`src/rtl/bus_pkg.sv`:
```
// Shared definitions for bus-transfer sequencing: op-codes, FSM encoding and
// helpers classifying which side of the bus an op uses.
package bus_pkg;

  localparam logic [1:0] OP_MOV   = 2'b00;
  localparam logic [1:0] OP_LOAD  = 2'b01;
  localparam logic [1:0] OP_STORE = 2'b10;
  localparam logic [1:0] OP_RSVD  = 2'b11;

  typedef enum logic [1:0] {
    ST_IDLE  = 2'b00,
    ST_DRIVE = 2'b01,
    ST_LATCH = 2'b10,
    ST_HOLD  = 2'b11
  } state_t;

  // A register drives the bus for MOV and STORE.
  function automatic logic op_reads_reg(input logic [1:0] op);
    return (op == OP_MOV) || (op == OP_STORE);
  endfunction

  // A register captures the bus for MOV and LOAD.
  function automatic logic op_writes_reg(input logic [1:0] op);
    return (op == OP_MOV) || (op == OP_LOAD);
  endfunction

endpackage

```
`src/rtl/onehot_dec.sv`:
```
// Binary select to one-hot strobe decoder; all outputs low when not enabled.
module onehot_dec #(
  parameter int SEL_W    = 2,
  parameter int NUM_REGS = 4
) (
  input  logic [SEL_W-1:0]    sel,
  input  logic                ena,
  output logic [NUM_REGS-1:0] dec
);

  always_comb begin
    dec = '0;
    for (int i = 0; i < NUM_REGS; i++) begin
      if (ena && (sel == SEL_W'(i))) dec[i] = 1'b1;
    end
  end

endmodule

```
`src/rtl/reg_xfer_ctrl.sv`:
```
// Register-file bus sequencer: one transfer at a time through a fixed
// drive / latch / hold sequence, with a bus-idle IDLE cycle between transfers.
module reg_xfer_ctrl
  import bus_pkg::*;
#(
  parameter int NUM_REGS = 4,
  parameter int SEL_W    = 2
) (
  input  logic                clk,
  input  logic                reset,
  input  logic                req_valid,
  output logic                req_ready,
  input  logic [1:0]          req_op,
  input  logic [SEL_W-1:0]    req_src,
  input  logic [SEL_W-1:0]    req_dst,
  output logic [NUM_REGS-1:0] oe,
  output logic [NUM_REGS-1:0] en,
  output logic [NUM_REGS-1:0] cs,
  output logic                ext_oe,
  output logic                ext_en,
  output logic                busy,
  output logic                done,
  output logic                err
);

  state_t           state, state_nx;
  logic [1:0]       op_q;
  logic [SEL_W-1:0] src_q, dst_q;
  logic             err_q;
  logic             accept, reject, src_oob, dst_oob;
  logic             oe_ena, en_ena;

  // Request classification; only selects the op actually uses can reject it.
  always_comb begin
    src_oob = 32'(req_src) >= NUM_REGS;
    dst_oob = 32'(req_dst) >= NUM_REGS;
    reject  = (req_op == OP_RSVD)
            | ((req_op == OP_MOV) && (req_src == req_dst))
            | (op_reads_reg(req_op) && src_oob)
            | (op_writes_reg(req_op) && dst_oob);
  end

  assign accept = req_valid && (state == ST_IDLE);

  always_ff @(posedge clk) begin
    if (reset) begin
      state <= ST_IDLE;
      err_q <= 1'b0;
    end else begin
      state <= state_nx;
      err_q <= accept && reject;
    end
  end

  // Selects are only meaningful outside IDLE, so they need no reset.
  always_ff @(posedge clk) begin
    if (!reset && accept && !reject) begin
      op_q  <= req_op;
      src_q <= req_src;
      dst_q <= req_dst;
    end
  end

  always_comb begin
    state_nx  = state;
    req_ready = 1'b0;
    busy      = 1'b1;
    done      = 1'b0;
    oe_ena    = 1'b0;
    en_ena    = 1'b0;
    ext_oe    = 1'b0;
    ext_en    = 1'b0;
    case (state)
      ST_IDLE: begin
        req_ready = 1'b1;
        busy      = 1'b0;
        if (req_valid && !reject) state_nx = ST_DRIVE;
      end
      ST_DRIVE: begin
        oe_ena   = op_reads_reg(op_q);
        ext_oe   = (op_q == OP_LOAD);
        state_nx = ST_LATCH;
      end
      ST_LATCH: begin
        // Destination captures on the edge that ends this state.
        oe_ena   = op_reads_reg(op_q);
        ext_oe   = (op_q == OP_LOAD);
        en_ena   = op_writes_reg(op_q);
        ext_en   = (op_q == OP_STORE);
        state_nx = ST_HOLD;
      end
      ST_HOLD: begin
        oe_ena   = op_reads_reg(op_q);
        ext_oe   = (op_q == OP_LOAD);
        done     = 1'b1;
        state_nx = ST_IDLE;
      end
      default: state_nx = ST_IDLE;
    endcase
  end

  onehot_dec #(.SEL_W(SEL_W), .NUM_REGS(NUM_REGS)) u_oe_dec (
    .sel (src_q),
    .ena (oe_ena),
    .dec (oe)
  );

  onehot_dec #(.SEL_W(SEL_W), .NUM_REGS(NUM_REGS)) u_en_dec (
    .sel (dst_q),
    .ena (en_ena),
    .dec (en)
  );

  assign cs  = oe | en;
  assign err = err_q;

endmodule

```
`config.mk`:
```
export PLATFORM = sky130hd
export DESIGN_NAME = reg_xfer_ctrl
export DESIGN_NICKNAME = d
export VERILOG_FILES = /design/src/rtl/bus_pkg.sv /design/src/rtl/onehot_dec.sv /design/src/rtl/reg_xfer_ctrl.sv
export SDC_FILE = /design/constraint.sdc
export NUM_CORES = 1
export LEC_CHECK = 0
export CORE_UTILIZATION = 35
export DETAILED_ROUTE_END_ITERATION = 6
export PLACE_DENSITY = 0.81
export RECOVER_POWER = 25
export SETUP_SLACK_MARGIN = 0.02
export SLEW_MARGIN = 10
export SYNTH_ARGS = -nofsm -noshare
export SYNTH_HDL_FRONTEND = slang
export SYNTH_HIERARCHICAL = 1
export SYNTH_SLANG_ARGS = --single-unit
```
`constraint.sdc`:
```
create_clock -name clk -period 2.07 [get_ports clk]
set_input_delay 0.414 -clock clk [delete_from_list [all_inputs] [get_ports clk]]
set_output_delay 0.414 -clock clk [all_outputs]
set_load 0.05 [all_outputs]
```
# Word level (Yosys, flattened, before mapping)
# Index checks and enable logic that the tools add are counted.
dict set report totals {
  ff_bits 9
  wordCells 62
  input_bits 9
  output_inout_bits 18
}
dict set report classes {
  n_reduce_logical 24
  bitwise 2
  muxes 17
  n_eq_ne 14
}
# operator n
set ops {}
lappend ops {{equality test 2 bit (second input constant)} 8}
lappend ops {{2-to-1 mux 1 bit} 15}
lappend ops {{logical AND 1 bit} 14}
lappend ops {{zero test 2 bit} 5}
lappend ops {{equality test 2 x 1 -> 1 bit (second input constant)} 4}
lappend ops {{case mux 2 bit (4 select lines)} 1}
lappend ops {{bitwise OR 4 bit} 1}
lappend ops {{OR reduction 3 bit} 1}
lappend ops {{equality test 2 bit} 1}
lappend ops {{zero test 1 bit} 2}
lappend ops {{logical OR 1 bit} 2}
lappend ops {{2-to-1 mux 2 bit} 1}
lappend ops {{!= test 2 x 1 -> 1 bit (second input constant)} 1}
lappend ops {{bitwise OR 1 bit} 1}

# Depth between registers and ports, before layout
# Gate-level depths: netlist of the first run.
dict set report logic_depth {
  depth_word 7
  mapped_depth 5
  mapped_depth_nobuf 5
}

# By module
# Netlist of the first run, hierarchy kept.
# module cells_per_inst instances seq_area_each_um2 area_each_um2
set modules_own_cells {}
lappend modules_own_cells {reg_xfer_ctrl 39 1 240.2 456.7}
lappend modules_own_cells {onehot_dec 4 2 0.0 37.5}

# Worst setup path after synthesis of the first run
# No wires, ideal clock.
dict set report synth_path {
  path_kind {register to output}
  startpoint {register state[0]}
  endpoint {output port cs[0]}
  slack_ns -0.208
  path_buffers 0
  path_stages_with_launch 6
  required_time_ns 1.656
  arrival_ns 1.864
  path_cell_list {dfxtp_1 -> inv_1 -> ha_1 -> nor2_1 -> nor3b_2 -> or2_2}
}
dict set report synth_via {
  elab_chain_cells 6
  elab_cells_between_ends 11
  classes_between {eq/ne: 3; mux: 4; bitwise: 1; reduce/logical: 3}
}
# item line
set synth_rtl {}
lappend synth_rtl {{start, declared} reg_xfer_ctrl.sv:26} ;# state_t state, state_nx;
lappend synth_rtl {{start signal, assigned} reg_xfer_ctrl.sv:50} ;# state <= state_nx;
lappend synth_rtl {{equality test 2 bit / equality test 2 x 1 -> 1 bit (equally long branches)} reg_xfer_ctrl.sv:73} ;# case (state)
lappend synth_rtl {{OR reduction 3 bit (no line) (*)} -}
lappend synth_rtl {{2-to-1 mux 1 bit (*)} -}
lappend synth_rtl {{net oe_ena} reg_xfer_ctrl.sv:31} ;# logic oe_ena, en_ena;
lappend synth_rtl {{logical AND 1 bit (*)} onehot_dec.sv:14} ;# if (ena && (sel == SEL_W'(i))) dec[i] = 1'b1;
lappend synth_rtl {{2-to-1 mux 1 bit (*)} onehot_dec.sv:14}
lappend synth_rtl {{net oe[0]} reg_xfer_ctrl.sv:16} ;# output logic [NUM_REGS-1:0] oe,
lappend synth_rtl {{bitwise OR 4 bit (*)} reg_xfer_ctrl.sv:114} ;# assign cs = oe | en;
lappend synth_rtl {{end, declared} reg_xfer_ctrl.sv:18} ;# output logic [NUM_REGS-1:0] cs,
# Mark *: on every way through the listed nets, which the timed path passes. The rest lies on a longest branch.

# Worst setup path after layout of the first run
dict set report layout_path {
  startpoint {register state[0]}
  endpoint {output port cs[2]}
}
dict set report layout_via {
  elab_cells_between_ends 11
  classes_between {eq/ne: 3; mux: 4; bitwise: 1; reduce/logical: 3}
}
# item line
set layout_rtl {}
lappend layout_rtl {{equality test 2 bit} reg_xfer_ctrl.sv:73}
lappend layout_rtl {{2-to-1 mux 1 bit} reg_xfer_ctrl.sv:73}
lappend layout_rtl {{net en_ena} reg_xfer_ctrl.sv:31}
lappend layout_rtl {{logical AND 1 bit} onehot_dec.sv:14}
lappend layout_rtl {{2-to-1 mux 1 bit} onehot_dec.sv:14}
lappend layout_rtl {{bitwise OR 4 bit} reg_xfer_ctrl.sv:114}
# The timed path passes the listed nets, and every way through them passes these cells.

==> results.md, run 1 <==
* Crit path DAT at 1590 ps
* P_int at 0.000654 W
* Nets at 98
* Startpoint types: flop
* Clock Tree Root: clkbuf_4
* Fill cells at 83
* Routed len/inst at 12.7 um
* Initial antenna violation count at 0
* Cell family with most CP delay: simple AND/OR/NAND/NOR gates
* Num rows at 13
* Die Area at 1680 um2
* Crit path cell chain: inv_2, ha_2, nor2b_4, and3b_2, or2_4, buf_8
* #FFs+latches synth at 9
* Power density cells at 1110 nW/um2
* TritonCTS buffer count at 3
* Combinational fraction of design power at 66.6%
* Post-Route Utilization at 78.8%
* Sw Share at 44.4%
* I/O Pins at 27
* Core area at 1350 um2
* Final setup vio count at 0
* Total track usage at 18.0%
* Total gr overflow at 0
* Finished Layout Cells at 99
* Synth top area share at 33.9%
* CP Capture Type: primary output
* Worst setup path class: flop to primary output
* Die width at 41.0 um
* Gate Count Post-Synth at 47
* Reg-to-reg slack, setup at 590 ps
* Max_cap viols at 0
* Least-Margin Pin Slew at 596 ps
* Synth unique cells at 22
* Residual DRC at 0
* Vias in the first global route at 467
* Clock-pin slew on the worst setup and hold paths at 60 ps
* Slowest-stage cell, CP: dfxtp_2
* Worst slew margin at 60.4%
* Die H at 41.0 um
* DRT Pass-1 Iters at 2
* Ys Warns at 6
* CP Max Fanout at 4
* Syn Std Cell Area at 532 um2
* Period utilization at 96.9%
* H-tree levels at 1
* Max Freq at 0.499 GHz
* Leak Pwr at 0.454 nW
* Clock power share at 11.4%
* Crit path required time at 1660 ps
* CP bufs+invs at 2
* Starting Density at 39.4%
* ANT nets after route at 0
* Top_reg_cell synth: edfxtp_1
* Peak supply drop at 0.959 mV
* IO Port Bufs at 26
* Share of cells above drive strength 1 at 57.1%
* Status: finished, final reports clean
* Iter 0 DRT Violations at 2
* First-pass GRT wire length at 1.93 mm
* Pin count of the biggest net entering global routing at 7
* Final wirelength at 1.26 mm
* Post-synth EDFFs at 6
* Hold WS at 512 ps
* Synth area leaders: edfxtp_1, dfxtp_1, ha_1
* Diodes inserted at 0
* Async set-reset flop share out of synthesis at 0%
* Net Sw Power at 0.000522 W
* Cell total after placement at 90
* Routed vias/inst at 4.89
* Clock Tree Buf Depth at 2
* Post-Syn Area per Cell at 11.3 um2
* Pre-CTS setup slack at -24.8 ps
* TritonCTS clock tree: done
* Clock sinks at 9
* Via Count at 484
* Clock Skew at 4.07 ps
* Peak per-stage delay on the critical path at 340 ps
* Final worst slack at 64.3 ps
* Seq/Total Area, Yosys at 45.2%
* Hold Fails Final Rpt at 0
* Min Tclk post-route at 2010 ps
* Area grow syn2layout at 100%
* Hold WC Path Type: flop to flop
* Syn Nets at 60
* RSZ-0062 raised after global routing: no
* Post-synth top area cell: edfxtp_1
* Final Slew Violations at 0
* Sequential share of power at 22.0%
* GP Congestion at 0.810
* Clk Latency, worst-skew pair at 260 ps
==> state kept, by name, summed over array words and instances (netlist names) <==
signal  cells
dst_q       2
op_q        2
err         1
src_q       2
state       2
==> metrics by stage <==
stage               TNS [ps]  total power, W  area, um2
floorplan               -183        0.000673        546
global placement           0        0.000926        935
detailed placement     -24.8        0.000942        935
CTS                        0         0.00116       1040
global route               0         0.00123       1060
finish                     0         0.00118       1060
==> cells in the final DEF (no fill, tap or decap), types with 3 or more instances in the layout <==
cell and instances:
buf_12 11, buf_4 9, edfxtp_1 6, dlygate4sd3_1 6, or2_4 4, and3b_2 4
clkbuf_4 3, clkdlybuf4s50_1 3, buf_8 3
==> power by group through the flow <==
| stage | combinational [W] | clock [W] | sequential (W) |
|---|---|---|---|
| after CTS | 0.000764 | 0.000140 | 0.000255 |
| after detailed placement | 0.000685 | 0 | 0.000257 |
| final | 0.000783 | 0.000135 | 0.000258 |
| after global placement | 0.000670 | 0 | 0.000256 |
| after global routing | 0.000820 | 0.000146 | 0.000263 |
| after floorplan | 0.000418 | 0 | 0.000255 |
==> kinds of logic after synthesis <==
| family | count (synthesis) | share of synthesized area (%) |
|---|---|---|
| AND/OR/NAND/NOR | 23 | 31.3 |
| flip-flops | 9 | 45.2 |
| AO/OA/AOI/OAI | 4 | 5.88 |
| buffers and inverters | 4 | 3.06 |
| adder cells (fa/ha/maj) | 4 | 9.41 |
| XOR/XNOR | 2 | 3.29 |
| multiplexers | 1 | 1.88 |
==> worst reg2reg max path: stages, from the launching register on <==
cell and delay [ps]:
dfxtp_2 340, inv_1 110, ha_1 270, clkinvlp_4 170
a311o_1 340, o311a_1 130
==> cell usage after synthesis, types with 2 or more instances <==
cell      count
nand2_1       2
nand2b_1      2
dfxtp_1       3
and3b_1       5
inv_1         3
ha_1          4
xor2_1        2
and3_2        2
or2_2         4
nor3b_2       2
edfxtp_1      6
nor2_1        2
==> worst paths after layout <==
check	cells past startpoint	to	start
setup / recovery	6	cs[2]	state[0]
hold / removal	2	state[1]	state[1]
setup reg to reg	5	state[0]	state[1]
hold reg to reg	2	state[1]	state[1]
==> layer usage <==
| metal | routed length, um | track usage (%) | vias up |
|---|---|---|---|
| met5 | 0 | 0 | - |
| met4 | 0 | 10.0 | 0 |
| met3 | 74 | 2.17 | 0 |
| met2 | 645 | 31.3 | 22 |
| met1 | 535 | 21.2 | 222 |
| li1 | - | - | 240 |
==> cell type report <==
type,instances,area (um2),area share (%)
Clock buffer,4,26.3,2.47
Inverter,4,18.8,1.76
Multi-Input combinational cell,34,330,31.1
Sequential cell,9,243,22.8
Tap cell,15,18.8,1.76
Timing Repair Buffer,33,427,40.1
==> what timing repair did <==
action,CTS,global route
pin swaps,2,0
resized for setup,16,8
buffers inserted,5,0
setup endpoints to repair,5,5
hold endpoints to repair,0,0
hold buffers,0,0
Note: power is estimated with default switching activity, not from simulation.
==> run 2: changes to the inputs <==
CORE_UTILIZATION = 38   (was 35)
PLACE_DENSITY = 0.86   (was 0.81)
SLEW_MARGIN = 20   (was 10)
==> run 2 against run 1 <==
Net effect:
- die area down 7.5%
- final cell count increased by 2.0%
- clock-buffer cell count down 1
- critical path type unchanged
- clock power hardly changed
- first-iteration DRC count grew to 10 times the previous value
- worst setup slack got worse by 58 ps
- sequential share of layout area down 0.88 points
- largest power group unchanged
- worst hold slack better by 55 ps
==> results.md, run 2 (synthesis gave the netlist of run 1 again) <==
* Status: finished, final reports clean
* Commonest non-fill, non-tap cells in the layout: buf_12, buf_4, edfxtp_1
* Nets at 100 (+2.0%)
* Worst R2R Start: state[0]
* Clock Skew at 10.2 ps (+6.08 ps)
* Crit path cell chain: inv_4, ha_4, nor2b_2, and3b_2, or2_4, buf_8
* Routed len/inst at 16.5 um (+30%)
* Clock Tree Root: clkbuf_4
* Power density cells at 1140 nW/um2 (+3.4%)
* Routed vias/inst at 5.42 (+11%)
* Hold path cells at 2 (unchanged)
* Peak supply drop at 0.940 mV (-2.0%)
* Worst setup path class: flop to primary output
* Clk Latency, worst-skew pair at 260 ps (about the same)
* First-pass GRT wire length at 2.00 mm (+3.6%)
* Diodes inserted at 0 (unchanged)
* Min Tclk post-route at 2060 ps (+57.5 ps)
* Final setup vio count at 0 (unchanged)
* Cts hold-fix bufs at 0 (unchanged)
* CP Max Fanout at 4 (unchanged)
* Final wirelength at 1.66 mm (+33%)
* Total power at 0.00126 W (+7.5%)
* Clock-pin slew on the worst setup and hold paths at 70 ps (about the same)
* Worst r2r path cells at 6 (+1)
* Cell family with most CP delay: simple AND/OR/NAND/NOR gates
* Least-Margin Pin Slew at 491 ps (-105 ps)
* Initial antenna violation count at 0 (unchanged)
* IO Port Bufs at 26 (unchanged)
* Pre-CTS setup slack at -123 ps (-97.9 ps)
* Die H at 39.4 um (-3.8%)
* CP bufs+invs at 2 (unchanged)
* Worst slew margin at 67.1% (+6.7 points)
* RSZ-0062 raised after global routing: yes
* Crit path required time at 1660 ps (about the same)
* Die width at 39.4 um (-3.8%)
* I/O Pins at 27 (unchanged)
* DRT Pass-1 Iters at 4 (+2)
* TritonCTS buffer count at 3 (unchanged)
* Period utilization at 99.7% (+2.8 points)
* TNS Setup at 0 ps (unchanged)
* Reg-to-reg endpoint: state[1]
* Num rows at 13 (unchanged)
* Most common cell after layout, fill and taps aside: buf_12
* Final worst slack at 6.76 ps (-57.5 ps)
* Clock sinks at 9 (unchanged)
* Core area at 1300 um2 (-3.6%)
* Die Area at 1550 um2 (-7.5%)
* Min-delay src: state[1]
* ANT nets after route at 0 (unchanged)
* Fill cells at 70 (-16%)
* Startpoint types: flop
* Final HPWL DP at 1.03 mm
* Peak per-stage delay on the critical path at 370 ps (+30 ps)
* Iter 0 DRT Violations at 20 (+18)
* Max Freq at 0.485 GHz (-2.8%)
* Pin count of the biggest net entering global routing at 7 (unchanged)
* CP Capture Type: primary output
* Hold WC Path Type: flop to flop
* Via Count at 547 (+13%)
* Hold Fails Final Rpt at 0 (unchanged)
* Share of cells above drive strength 1 at 61.6% (+4.5 points)
* GP Congestion at 0.777 (-4.0%)
* Residual DRC at 0 (unchanged)
* Clock Tree Buf Depth at 2 (unchanged)
* Vias in the first global route at 447 (-4.3%)
* Reg-to-reg slack, setup at 440 ps (-150 ps)
* Max_cap viols at 0 (unchanged)
* H-tree levels at 1 (unchanged)
* Crit path DAT at 1650 ps (+60 ps)
* Worst Hold Endpoint: state[1]
* Area grow syn2layout at 108%
* Slowest-stage cell, CP: dfxtp_2
* Leak Pwr at 0.474 nW (+4.4%)
* Total gr overflow at 0 (unchanged)
* Starting Density at 40.9% (+1.5 points)
* TritonCTS clock tree: done
* Total track usage at 20.9% (+2.9 points)
* Final Slew Violations at 0 (unchanged)
[run 2: area by class of cell]
cell class	instances	area (um2)	share of cell area, %
sequential	9	243	21.9
inverter	4	21.3	1.92
multi-input combinational	34	340	30.8
clock inverter	1	5.00	0.452
tap	15	18.8	1.70
clock buffer	3	22.5	2.04
timing repair buffer	35	455	41.2
[run 2: metal layers]
layer | global-route usage [%] | routed length [um] | vias up | share of wire, %
met2 | 37.3 | 945 | 32 | 57
met4 | 10.3 | 19 | 0 | 1.1
met5 | 0 | 0 | - | 0
met3 | 3.41 | 65 | 4 | 3.9
met1 | 23.4 | 632 | 263 | 38
li1 | - | - | 248 | -
[run 2: worst register-to-register path: cells and delay by family, from the launching register on]
family                     cells  cell delay (ps)
buffers and inverters          3              380
AOI/OAI and AO/OA              1              300
DFF                            1              340
adders and majority gates      1              270
muxes                          1              250
[run 2: what timing repair did]
action | CTS | global route
resized for setup | 20 | 7
endpoints found under the setup margin | 6 | 6
pin swaps | 2 | 0
setup buffers | 5 | 2
[run 2: worst max path at each step]
stage                           to       start  cells past startpoint
final                        cs[2]    state[0]                      6
after global routing         cs[2]    state[0]                      6
after CTS                    cs[1]    state[1]                      6
after detailed placement  state[1]  req_dst[1]                      5
after global placement    state[0]  req_dst[1]                      5
after floorplan              cs[0]    state[0]                      5
[run 2: through the flow]
| stage | cells | hold WS [ps] | util [%] | area [um2] |
|---|---|---|---|---|
| after floorplan | 47 | 484 | - | 546 |
| after global placement | 90 | 499 | 72.8 | 947 |
| after detailed placement | 90 | 558 | 72.8 | 947 |
| after CTS | 99 | 575 | 82.4 | 1070 |
| after global routing | 101 | 597 | 85.0 | 1110 |
| final | 101 | 567 | 85.0 | 1110 |
[run 2: where the power goes]
| group | internal [W] | switching (W) |
|---|---|---|
| registers | 0.000230 | 0.0000416 |
| logic | 0.000384 | 0.000475 |
| clock network | 0.0000712 | 0.0000634 |
==> run 3: changes to the inputs <==
SLEW_MARGIN = not set   (was 20)
==> results of run 3 <==
The final DEF is identical to that of run 2; final timing and power are the same.
